**config.mk**
```make
export PLATFORM = sky130hd
export DESIGN_NAME = mesh_terminal_node
export DESIGN_NICKNAME = d
export VERILOG_FILES = /design/src/rtl/mesh_terminal_node.sv
export SDC_FILE = /design/constraint.sdc
export NUM_CORES = 1
export LEC_CHECK = 0
export ABC_CLOCK_PERIOD_IN_PS = 3600
export CORE_ASPECT_RATIO = 1.1
export CORE_UTILIZATION = 30
export CTS_BUF_LIST = sky130_fd_sc_hd__clkbuf_2
export DETAILED_ROUTE_END_ITERATION = 10
export GPL_TIMING_DRIVEN = 0
export PLACE_DENSITY = 0.51
export SLEW_MARGIN = 30
export SYNTH_ARGS = -nofsm -noshare
export SYNTH_HDL_FRONTEND = slang
export SYNTH_SLANG_ARGS = --single-unit
export TNS_END_PERCENT = 5
```
**constraint.sdc**
```tcl
create_clock -name clk -period 3.6 [get_ports clk]
set_input_delay 0.54 -clock clk [delete_from_list [all_inputs] [get_ports clk]]
set_output_delay 0.54 -clock clk [all_outputs]
set_load 0.1 [all_outputs]
```
**src/rtl/mesh_terminal_node.sv**
```systemverilog
// Mesh terminal endpoint: feeds a local TX FIFO into the router and
// captures router packets into a local RX holding register.
module mesh_terminal_node #(
  parameter int ROWS = 4,
  parameter int COLUMS = 4,
  parameter int pckg_sz = 32,
  parameter int fifo_depth = 4,
  parameter logic [7:0] bdcst = 8'hFF,
  parameter logic [7:0] MY_ID = 8'h00
) (
  input  logic clk,
  input  logic reset,
  input  logic tx_valid,
  input  logic [pckg_sz-1:0] tx_data,
  output logic tx_ready,
  output logic pndng_i_in,
  output logic [pckg_sz-1:0] data_out_i_in,
  input  logic pop,
  input  logic pndng,
  input  logic [pckg_sz-1:0] data_out,
  output logic popin,
  output logic rx_valid,
  output logic [pckg_sz-1:0] rx_data,
  output logic rx_misroute,
  input  logic rx_ready,
  output logic [15:0] tx_cnt,
  output logic [15:0] rx_cnt,
  output logic [15:0] misroute_cnt,
  output logic err_pop_empty
);

  localparam int AW = $clog2(fifo_depth);
  localparam logic [AW:0] DEPTH = (AW+1)'(fifo_depth);

  if (pckg_sz < 16 || fifo_depth < 2 ||
      (fifo_depth & (fifo_depth - 1)) != 0 ||
      ROWS < 1 || ROWS > 16 ||
      COLUMS < 1 || COLUMS > 16) begin : g_bad_cfg
    $error("mesh_terminal_node: bad parameters");
  end

  function automatic logic [15:0] sat_inc(
    input logic [15:0] v
  );
    return (v == 16'hFFFF) ? v : v + 16'd1;
  endfunction

  // TX FIFO
  logic [pckg_sz-1:0] mem [fifo_depth];
  logic [AW-1:0] wr_ptr;
  logic [AW-1:0] rd_ptr;
  logic [AW:0] count;
  logic full;
  logic empty;
  logic push;
  logic do_pop;

  assign full = (count == DEPTH);
  assign empty = (count == '0);
  assign push = tx_valid && !full;
  assign do_pop = pop && !empty;
  assign tx_ready = !full;
  assign pndng_i_in = !empty;
  assign data_out_i_in = empty ? '0 : mem[rd_ptr];

  always_ff @(posedge clk) begin
    if (push) begin
      mem[wr_ptr] <= tx_data;
    end
  end

  always_ff @(posedge clk or posedge reset) begin
    if (reset) begin
      wr_ptr <= '0;
      rd_ptr <= '0;
      count <= '0;
      tx_cnt <= '0;
      err_pop_empty <= 1'b0;
    end else begin
      if (push) begin
        wr_ptr <= wr_ptr + 1'b1;
      end
      if (do_pop) begin
        rd_ptr <= rd_ptr + 1'b1;
        tx_cnt <= sat_inc(tx_cnt);
      end
      case ({push, do_pop})
        2'b10: count <= count + 1'b1;
        2'b01: count <= count - 1'b1;
        default: ;
      endcase
      if (pop && empty) begin
        err_pop_empty <= 1'b1;
      end
    end
  end

  // RX side: one capture, then a dead cycle so a stale pndng is skipped
  typedef enum logic [1:0] {
    IDLE,
    ACK,
    GAP
  } rx_state_t;

  rx_state_t state;
  logic [7:0] dest;
  logic cap;
  logic mis;

  assign dest = data_out[pckg_sz-9 -: 8];
  assign mis = (dest != MY_ID) && (dest != bdcst);
  assign cap = (state == IDLE) && pndng &&
               (!rx_valid || rx_ready);

  always_ff @(posedge clk or posedge reset) begin
    if (reset) begin
      state <= IDLE;
      popin <= 1'b0;
      rx_valid <= 1'b0;
      rx_data <= '0;
      rx_misroute <= 1'b0;
      rx_cnt <= '0;
      misroute_cnt <= '0;
    end else begin
      case (state)
        IDLE: begin
          if (cap) begin
            state <= ACK;
            popin <= 1'b1;
          end
        end
        ACK: begin
          state <= GAP;
          popin <= 1'b0;
        end
        GAP: state <= IDLE;
        default: begin
          state <= IDLE;
          popin <= 1'b0;
        end
      endcase
      if (cap) begin
        rx_valid <= 1'b1;
        rx_data <= data_out;
        rx_misroute <= mis;
        rx_cnt <= sat_inc(rx_cnt);
        if (mis) begin
          misroute_cnt <= sat_inc(misroute_cnt);
        end
      end else if (rx_valid && rx_ready) begin
        rx_valid <= 1'b0;
      end
    end
  end

endmodule

```
==> impl_metrics.ini <==
[run_status]
status = complete, no violations

[routing]
detail_route.wl_per_cell_um = 16.3
via_count = 5840
routed_wl_mm = 21.0
dr.first_iter.drc_count = 265
dr.pass1.iters = 4
drcViolationCount = 0
via_per_inst = 4.52
final_antenna_net_count = 0

[flow_run]
drv_cap = 0

[sta]
tightest_slew_ps = 1020
finalCritPeriodShare_pct = 92.8
max_freq_ghz = 0.299
slew_viol_final = 0
skew_ps = 74.1
hold_viol_final = 0
relSlewSlack_pct = 31.6
setup_tns_ps = 0
setup-violations-final = 0
min_period_ps = 3340
rsz0062_at_grt = true

[place]
port_buffers = 187
place_inst = 1178
hpwlAfterDp_mm = 14.1
place.gp.congestion = 0.730
place_area_um2 = 11400

[critical_path]
crit_required_ps = 3060
r2r_cells = 10
max_stage_delay_ps = 480
path_cells = clkbuf_1 -> buf_2 -> mux4_2 -> nor2b_1 -> clkdlybuf4s18_2
end_kind = output port
r2r-start = count[0]$_DFFE_PP0P_
r2r_slack_ps = 1060
critPathLaunchType = register
slowest_stage = clkdlybuf4s18_2
worstSetupPathType = register to output port
critPathLaunch = rd_ptr[1]$_DFFE_PP0P_
r2r-end = count[2]$_DFFE_PP0P_
path_max_fanout = 10
critPathCapture = data_out_i_in[3]
worstPathArrival_ps = 2800

[synthesis]
syn_area_um2 = 8970
synth_compound_area_share_pct = 1.33
synthXorXnorAreaFrac_pct = 4.59
synth_area_leader_cell = edfxtp_1
syn_area_per_cell_um2 = 14.7
synth_top_area_share_pct = 42.9
ys_types = 43
seq_area_frac_synth_pct = 68.8
yosysWarnings = 0
synth_top_family_by_area = simple AND/OR/NAND/NOR gates
synth_fp_nets = 691
synthMuxAreaShare_pct = 8.53
ys_seq_elements = 221
postSynthCellCount = 612
synthAdderAreaFrac_pct = 1.34
synth_area_leaders = edfxtp_1 (43%), dfrtp_1 (26%), mux4_2 (8.0%)
synth-simple-area-share_pct = 13.7

[finish]
stdcell_count = 1293
final_area_um2 = 12000
layout-area-overhead-vs-synth_pct = 33.6
finalNetCount = 945
drive_gt1_share_pct = 22.6
post-route-util_pct = 40.6

[global_route]
grt_usage_pct = 14.2
grt_max_degree = 58
grt_overflow_total = 0
grt_pass1_vias = 6244
grt_pass1_wl_mm = 34.0
antenna_found_initial = 1

[clock_network]
cts_tree = done
clk_latency_ps = 850
htreeDepth = 2
cts.clk_slew.worst_paths_ps = 90
clock_sinks = 221
post-cts-setup-buffer-count = 0
numCtsBuffers = 60
cts_root_buf = clkbuf_2
clock_path_buffers = 3

[die]
die_area_um2 = 30600
rows = 66
ios = 188
dieWidth_um = 167
fp.dieH_um = 183
initial_core_util_pct = 30.4
core-area_um2 = 29500

[worst_hold_path]
hold_class = primary input to register
worst max-delay path: cells and delay by family (launching register included):
family	cells	cell delay, ps
buf+inv	3	1150
simple gates	1	140
flops	1	330
mux	1	340
final cells by class:
type                    instances  area (µm²)
fillers                      2831       17500
plain buffers                  20         100
clock buffers                 101         505
diodes                          2        5.00
clock inverters                12        61.3
multi-input cells             353        2660
inverters                      17        70.1
flip-flops and latches        221        6170
well taps                     374         468
repair buffers                193        1940
per-layer routing:
metal  track usage (%)  wire length (µm)  part of all wire (%)
met3              5.55              1840                   8.8
met4              4.44               391                   1.9
met2              23.2              9850                    47
met1              17.3              8940                    43
met5                 0                 0                     0
cells in the mapped netlist (all sizes together):
cell / instances
a311oi: 1
o21ai: 3
or4b: 1
ha: 8
a21oi: 3
clkbuf: 16
mux2i: 1
nor3: 11
nor3b: 2
xor2: 30
nor4b: 2
nand2: 121
clkinv: 1
o2111ai: 1
or3b: 1
a21o: 1
and3: 10
nand4: 11
nand2b: 4
fa: 1
nor4: 9
and2: 1
nand3: 14
dfrtp: 93
mux2: 3
or3: 1
o21a: 1
buf: 5
nand4bb: 1
edfxtp: 128
or4: 2
nor2: 15
o211ai: 1
and4: 6
a311o: 1
mux4: 32
a31oi: 4
inv: 16
nor2b: 33
xnor2: 17
state kept, by name (all words and copies together), names as in the netlist:
register	count
misroute_cnt	16
wr_ptr	2
mem	128
rx_data	32
state	2
tx_cnt	16
rx_valid	1
count	3
rx_cnt	16
rd_ptr	2
err_pop_empty	1
popin	1
rx_misroute	1
repair_timing:
action                                 4_1_cts  5_1_grt
setup endpoints to repair                   33       30
resized for setup                          102       23
hold buffers                                 1        0
endpoints found under the hold margin        8        0
kinds of logic (layout without fill, tap and decap cells):
| group | after synthesis | in the layout |
|---|---|---|
| other | 0 | 2 |
| flip-flops | 221 | 221 |
| multiplexers | 36 | 36 |
| AND/OR/NAND/NOR | 245 | 245 |
| buffers and inverters | 38 | 343 |
| AO/OA/AOI/OAI | 16 | 16 |
| XOR/XNOR | 47 | 47 |
| adder cells (fa/ha/maj) | 9 | 9 |
how the worst min path moves through the flow:
stage	from	cells past startpoint	endpoint	slack [ps]
after floorplan	state[1]$_DFFE_PP0P_	1	state[1]$_DFFE_PP0P_	400
after global placement	state[1]$_DFFE_PP0P_	1	state[1]$_DFFE_PP0P_	420
after detailed placement	state[1]$_DFFE_PP0P_	1	state[1]$_DFFE_PP0P_	420
after CTS	data_out[9]	3	rx_data[9]$_DFFE_PP0P_	90
after global routing	data_out[14]	3	rx_data[14]$_DFFE_PP0P_	100
final	data_out[9]	3	rx_data[9]$_DFFE_PP0P_	220
placed cells by master, fill, tap and decap left out, types with 4 or more instances in the layout:
master	count
buf_2	16
inv_1	15
clkdlybuf4s15_2	20
nor2b_1	33
nand3_1	14
clkinv_1	7
nand4_1	11
ha_1	8
edfxtp_1	128
xor2_1	30
nor4_1	9
nor3_1	9
mux4_2	32
nor2_1	15
and3_2	4
and3_1	6
xnor2_1	17
clkbuf_2	105
dfrtp_1	92
a31oi_1	4
clkdlybuf4s50_1	147
and4_1	6
clkbuf_1	10
nand2_1	121
through the flow:
step,worst slack (ps),hold WS [ps]
after floorplan,500,396
after global placement,-1200,417
after detailed placement,89.8,421
after CTS,-7.20,92.0
after global routing,-34.6,97.1
final,260,220
Power is left out: the tool's default activity adds up to more than one toggle a clock period on the data nets, which glitch-free logic cannot reach.
